File: config.mk
export PLATFORM = sky130hd
export DESIGN_NAME = mc_controller
export DESIGN_NICKNAME = d
export VERILOG_FILES = /design/src/rtl/mc_pkg.sv /design/src/rtl/mc_controller_outdec.sv /design/src/rtl/mc_controller.sv
export SDC_FILE = /design/constraint.sdc
export NUM_CORES = 1
export LEC_CHECK = 0
export ABC_AREA = 1
export CORE_MARGIN = 5
export CORE_UTILIZATION = 53
export DETAILED_ROUTE_END_ITERATION = 10
export GPL_ROUTABILITY_DRIVEN = 1
export PLACE_DENSITY = 0.86
export SYNTH_ARGS = -nofsm -noshare
export SYNTH_HDL_FRONTEND = slang
export SYNTH_SLANG_ARGS = --single-unit
File: constraint.sdc
create_clock -name clk -period 5.63 [get_ports clk]
set_clock_uncertainty 0.2 [all_clocks]
set_input_delay 1.689 -clock clk [delete_from_list [all_inputs] [get_ports clk]]
set_output_delay 1.689 -clock clk [all_outputs]
set_load 0.02 [all_outputs]
File: src/rtl/mc_pkg.sv
// Shared definitions for the multicycle main controller: state encoding,
// opcodes and the aluop codes understood by the ALU decoder.
package mc_pkg;

  typedef enum logic [3:0] {
    FETCH, DECODE, MEMADR, MEMRD, MEMWB, MEMWR,
    RTYPEEX, ALUWB, IMMEX, IMMWB, BEQEX, JEX
  } state_t;

  localparam logic [5:0] OP_LW    = 6'b100011;
  localparam logic [5:0] OP_SW    = 6'b101011;
  localparam logic [5:0] OP_RTYPE = 6'b000000;
  localparam logic [5:0] OP_BEQ   = 6'b000100;
  localparam logic [5:0] OP_J     = 6'b000010;
  localparam logic [5:0] OP_ADDI  = 6'b001000;
  localparam logic [5:0] OP_ANDI  = 6'b001100;
  localparam logic [5:0] OP_ORI   = 6'b001101;
  localparam logic [5:0] OP_SLTI  = 6'b001010;
  localparam logic [5:0] OP_DADDI = 6'b011000;

  localparam logic [2:0] ALU_ADD   = 3'b000;
  localparam logic [2:0] ALU_AND   = 3'b001;
  localparam logic [2:0] ALU_OR    = 3'b010;
  localparam logic [2:0] ALU_SLT   = 3'b011;
  localparam logic [2:0] ALU_DADD  = 3'b100;
  localparam logic [2:0] ALU_RTYPE = 3'b111;

  function automatic logic [2:0] imm_aluop(input logic [5:0] op);
    case (op)
      OP_ANDI:  return ALU_AND;
      OP_ORI:   return ALU_OR;
      OP_SLTI:  return ALU_SLT;
      OP_DADDI: return ALU_DADD;
      default:  return ALU_ADD;
    endcase
  endfunction

endpackage

File: src/rtl/mc_controller_outdec.sv
// Per-state Moore output decode; only mem_ready (FETCH) and eq (BEQEX)
// gate individual enables.
module mc_outdec
  import mc_pkg::*;
(
  input  state_t      state,
  input  logic [5:0]  op,
  input  logic        eq,
  input  logic        mem_ready,
  output logic        pcen,
  output logic        irwrite,
  output logic        iord,
  output logic        memwrite,
  output logic        regwrite,
  output logic        regdst,
  output logic        memtoreg,
  output logic        alusrca,
  output logic [1:0]  alusrcb,
  output logic [1:0]  pcsrc,
  output logic [2:0]  aluop,
  output logic        illegal
);

  function automatic logic known_op(input logic [5:0] o);
    case (o)
      OP_LW, OP_SW, OP_RTYPE, OP_BEQ, OP_J,
      OP_ADDI, OP_ANDI, OP_ORI, OP_SLTI, OP_DADDI: return 1'b1;
      default: return 1'b0;
    endcase
  endfunction

  always_comb begin
    pcen     = 1'b0;
    irwrite  = 1'b0;
    iord     = 1'b0;
    memwrite = 1'b0;
    regwrite = 1'b0;
    regdst   = 1'b0;
    memtoreg = 1'b0;
    alusrca  = 1'b0;
    alusrcb  = 2'b00;
    pcsrc    = 2'b00;
    aluop    = ALU_ADD;
    illegal  = 1'b0;
    case (state)
      FETCH: begin
        alusrcb = 2'b01;
        irwrite = mem_ready;
        pcen    = mem_ready;
      end
      DECODE: begin
        alusrcb = 2'b11;
        illegal = !known_op(op);
      end
      MEMADR: begin
        alusrca = 1'b1;
        alusrcb = 2'b10;
      end
      MEMRD: iord = 1'b1;
      MEMWB: begin
        regwrite = 1'b1;
        memtoreg = 1'b1;
      end
      MEMWR: begin
        iord     = 1'b1;
        memwrite = 1'b1;
      end
      RTYPEEX: begin
        alusrca = 1'b1;
        aluop   = ALU_RTYPE;
      end
      ALUWB: begin
        regwrite = 1'b1;
        regdst   = 1'b1;
      end
      IMMEX: begin
        alusrca = 1'b1;
        alusrcb = 2'b10;
        aluop   = imm_aluop(op);
      end
      IMMWB: regwrite = 1'b1;
      BEQEX: begin
        alusrca = 1'b1;
        pcsrc   = 2'b01;
        pcen    = eq;
      end
      JEX: begin
        pcsrc = 2'b10;
        pcen  = 1'b1;
      end
      default: ;
    endcase
  end

endmodule

File: src/rtl/mc_controller.sv
// Multicycle main control FSM: state register, next-state logic and the
// retired-instruction counter. Output decode lives in mc_outdec.
module mc_controller
  import mc_pkg::*;
#(
  parameter int INSTRET_W = 32
) (
  input  logic                 clk,
  input  logic                 reset_n,
  input  logic [5:0]           op,
  input  logic                 eq,
  input  logic                 mem_ready,
  output logic                 pcen,
  output logic                 irwrite,
  output logic                 iord,
  output logic                 memwrite,
  output logic                 regwrite,
  output logic                 regdst,
  output logic                 memtoreg,
  output logic                 alusrca,
  output logic [1:0]           alusrcb,
  output logic [1:0]           pcsrc,
  output logic [2:0]           aluop,
  output logic                 illegal,
  output logic [INSTRET_W-1:0] instret,
  output state_t               state
);

  state_t state_q, state_next;
  state_t dec_state;
  logic   retire;
  logic   pcen_raw, irwrite_raw, memwrite_raw, regwrite_raw, illegal_raw;

  always_ff @(posedge clk) begin
    if (!reset_n) begin
      state_q <= FETCH;
      instret <= '0;
    end else begin
      state_q <= state_next;
      if (retire) instret <= instret + 1'b1;
    end
  end

  always_comb begin
    state_next = state_q;
    retire     = 1'b0;
    case (state_q)
      FETCH:  if (mem_ready) state_next = DECODE;
      DECODE: begin
        case (op)
          OP_LW, OP_SW: state_next = MEMADR;
          OP_RTYPE:     state_next = RTYPEEX;
          OP_BEQ:       state_next = BEQEX;
          OP_J:         state_next = JEX;
          OP_ADDI, OP_ANDI, OP_ORI, OP_SLTI, OP_DADDI: state_next = IMMEX;
          default:      state_next = FETCH;
        endcase
      end
      MEMADR: state_next = (op == OP_LW) ? MEMRD : MEMWR;
      MEMRD:  if (mem_ready) state_next = MEMWB;
      MEMWR: begin
        if (mem_ready) begin
          state_next = FETCH;
          retire     = 1'b1;
        end
      end
      RTYPEEX: state_next = ALUWB;
      IMMEX:   state_next = IMMWB;
      MEMWB, ALUWB, IMMWB, BEQEX, JEX: begin
        state_next = FETCH;
        retire     = 1'b1;
      end
      default: state_next = FETCH;
    endcase
  end

  // Reset is synchronous, so the register may not yet hold FETCH during the
  // first reset cycle; the muxes show FETCH values and enables are masked.
  assign dec_state = reset_n ? state_q : FETCH;

  mc_outdec u_outdec (
    .state     (dec_state),
    .op        (op),
    .eq        (eq),
    .mem_ready (mem_ready),
    .pcen      (pcen_raw),
    .irwrite   (irwrite_raw),
    .iord      (iord),
    .memwrite  (memwrite_raw),
    .regwrite  (regwrite_raw),
    .regdst    (regdst),
    .memtoreg  (memtoreg),
    .alusrca   (alusrca),
    .alusrcb   (alusrcb),
    .pcsrc     (pcsrc),
    .aluop     (aluop),
    .illegal   (illegal_raw)
  );

  assign pcen     = pcen_raw     & reset_n;
  assign irwrite  = irwrite_raw  & reset_n;
  assign memwrite = memwrite_raw & reset_n;
  assign regwrite = regwrite_raw & reset_n;
  assign illegal  = illegal_raw  & reset_n;
  assign state    = state_q;

endmodule

==> flow_summary_export.csv <==
group,metric,value,unit
finish,antenna_cells,0,
sta,setup_viol,0,
setup_path,cp_slowest_cell,"clkdlybuf4s50_1",
finish,final_cell_area,3182,µm²
setup_path,path_max_fanout,4,
clock_network,cts_max_level,2,
placement,place_congestion,0.8589,
logic_synthesis,syn_area,2459,µm²
finish,syn2layout_area_growth,29.41,%
power_and_ir_drop,pwr-share-clk,37.8,%
sta,tightest_slew,814.3,ps
setup_path,crit_path_end_kind,"output port",
drt,viasPerCell,5.252,
setup_path,startpoint_type,"input port",
sta,tns,0,ps
clock_network,clk_latency,290,ps
finish,nFillCells,375,
power_and_ir_drop,swShare,24.57,%
die,rows,24,
die,initial_core_util,55.70,%
power_and_ir_drop,p_comb_share,10.3,%
power_and_ir_drop,intPower,374.8,µW
drt,drt_iter0_drc,206,
power_and_ir_drop,leakagePower,1.182,nW
drt,vias,2857,
clock_network,numCtsBuffers,5,
finish,drive_gt1_share,4.878,%
die,core,4414,µm²
global_routing,grt_usage,21.77,%
placement,placed_area,3088,µm²
sta,hold_viol_final,0,
run_status,status,"finished clean",
sta,fin_crit,5426,ps
clock_network,cts_tree,"done",
global_routing,grt_max_degree,40,
power_and_ir_drop,seqPwrFrac,51.9,%
logic_synthesis,synth_top_area_share,29.31,%
global_routing,grtUsageMet2,36.01,%
drt,drc_errors,0,
drt,routed_wl,6630,µm
setup_path,cp.arrival,3540,ps
setup_path,crit_path_frequent_cell,"nand2_1",
finish,fin_cells,544,
hold_path,hold_path_class,"flip-flop to flip-flop",
power_and_ir_drop,vdd_drop_max,0.00008009,V
die,fp.dieW,78.11,µm
finish,layout_common_cells,"138 x nand2_1, 83 x nor2_1, 61 x clkdlybuf4s50_1, 50 x inv_1, 36 x dfxtp_1",
clock_network,clk_pin_slew,80,ps
logic_synthesis,ys_seq_area_share,29.31,%
placement,dp.cells,536,
setup_path,crit_type,"input port to output port",
logic_synthesis,syn_avg_cell_area,5.718,µm²
logic_synthesis,syn_nets,441,
run,drv_cap,0,
setup_path,path_cells,"clkdlybuf4s50_1 -> inv_1 -> nand2_1 -> nor2_1 -> nand2_1 -> nand2_1 -> nor2_1 -> nand3_1 -> nor3_1 -> clkdlybuf4s50_1",
global_routing,grt_pass1_wl,11320,µm
die,die_y,78.11,µm
logic_synthesis,synthTopCellsByArea,"dfxtp_1 29%, nand2_1 21%, nor2_1 13%",
sta,rsz0062_at_grt,"false",
global_routing,use_met1,27.52,%
drt,dr.pass1.iters,5,
sta,min_period_over_period,96.38,%
finish,final_common_cell,"nand2_1",
clock_network,cts.hold.buffers_added,0,
logic_synthesis,yosys_warnings,0,
die,die_area,6101,µm²
global_routing,overflow,0,
die,io_pins,62,
setup_path,cpPeakStageDelay,630,ps
sta,maxSlewViolCount,0,
sta,relSlewSlack,45.65,%
clock_network,post_cts_resized,0,
logic_synthesis,yosys.cell_types.count,27,
sta,max_clock_freq,0.1843,GHz
global_routing,met3_usage,4.920,%
logic_synthesis,synthCells,430,
logic_synthesis,ys_ff_latch,36,
power_and_ir_drop,power_density,156.2,nW/µm²
placement,dp_hpwl,5020,µm
logic_synthesis,yosys.area.top_type,"dfxtp_1",
global_routing,grt-busiest-layer,"met2",
global_routing,grt_pass1_vias,2604,
drt,antenna_left,0,
drt,post_drt_wl_per_cell,12.19,µm
clock_network,cts_setup_buffers,0,
clock_network,root_buffer,"clkbuf_8",
clock_network,clock-sinks,36,
power_and_ir_drop,p_sw,122.1,µW
finish,nets,502,
placement,numPortBuffers,61,
global_routing,antenna_found_initial,0,
clock_network,ctsLongestPathBuffers,2,
setup_path,cp.required,3740,ps
==> cell type report <==
class | count | area [µm²] | share of cell area, %
sequential | 36 | 720.7 | 22.65
multi-input combinational | 330 | 1470 | 46.21
timing repair buffer | 63 | 625.6 | 19.66
clock buffer | 7 | 86.33 | 2.713
tap | 52 | 65.06 | 2.045
clock inverter | 1 | 7.507 | 0.2359
inverter | 55 | 206.4 | 6.488
==> worst max-delay path: cells and delay by family <==
kind | cells | cell delay [ps]
buf+inv | 3 | 1250
simple gates | 7 | 590
==> cell families (layout without fill, tap and decap cells) <==
group | after synthesis | after routing | synth area share (%)
AOI/OAI and AO/OA | 47 | 47 | 9.924
xor gates and xnor gates | 5 | 5 | 1.781
adders and majority gates | 1 | 1 | 0.5088
buffers and inverters | 64 | 126 | 10.89
DFF | 36 | 36 | 29.31
and+or+nand+nor | 277 | 277 | 47.58
==> through the flow <==
stage	setup WS (ps)	util [%]	hold WS [ps]	power [mW]
after floorplan	1059	-	361.2	0.2927
after global placement	285.1	69.95	282.8	0.3134
after detailed placement	231.5	69.95	292.3	0.3140
after CTS	208.3	72.08	304.3	0.4979
after global routing	25.33	72.08	327.9	0.5169
final	203.7	72.08	312.4	0.4969
==> cell usage after synthesis, drive strengths merged <==
| cell | n |
|---|---|
| nand2 | 139 |
| nor2 | 88 |
| inv | 55 |
| dfxtp | 36 |
| nand3 | 35 |
| a21oi | 28 |
| o21ai | 15 |
| nand4 | 8 |
| buf | 6 |
| xor2 | 5 |
| nor3 | 4 |
| clkbuf | 3 |
| o21bai | 3 |
| nand3b | 2 |
| a31oi | 1 |
| ha | 1 |
| nor3b | 1 |
==> per-layer routing <==
layer	share of wire, %	routed length [µm]
met1	43	2872
met2	47	3145
met3	6.7	445
met4	2.5	166
met5	0	0
==> state kept, by name (all words and copies together) (netlist names) <==
| signal | cells |
|---|---|
| instret | 32 |
| state | 4 |
==> path summary, 6_finish.rpt <==
kind                    start  slack [ps]     endpoint  cells after the start
setup reg to reg     state[2]        3240  instret[21]                     11
hold reg to reg   instret[31]         310  instret[31]                      2
hold / removal    instret[31]         310  instret[31]                      2
setup / recovery        op[5]         200      illegal                     10
==> power by group through the flow <==
stage               Combinational, mW  Clock (mW)  Sequential [mW]
CTS                            0.0509       0.189            0.258
detailed placement             0.0505           0            0.264
finish                         0.0513       0.188            0.258
global route                   0.0566       0.202            0.258
global placement               0.0497           0            0.264
floorplan                      0.0279           0            0.265
(Power assumes the default switching activity.)
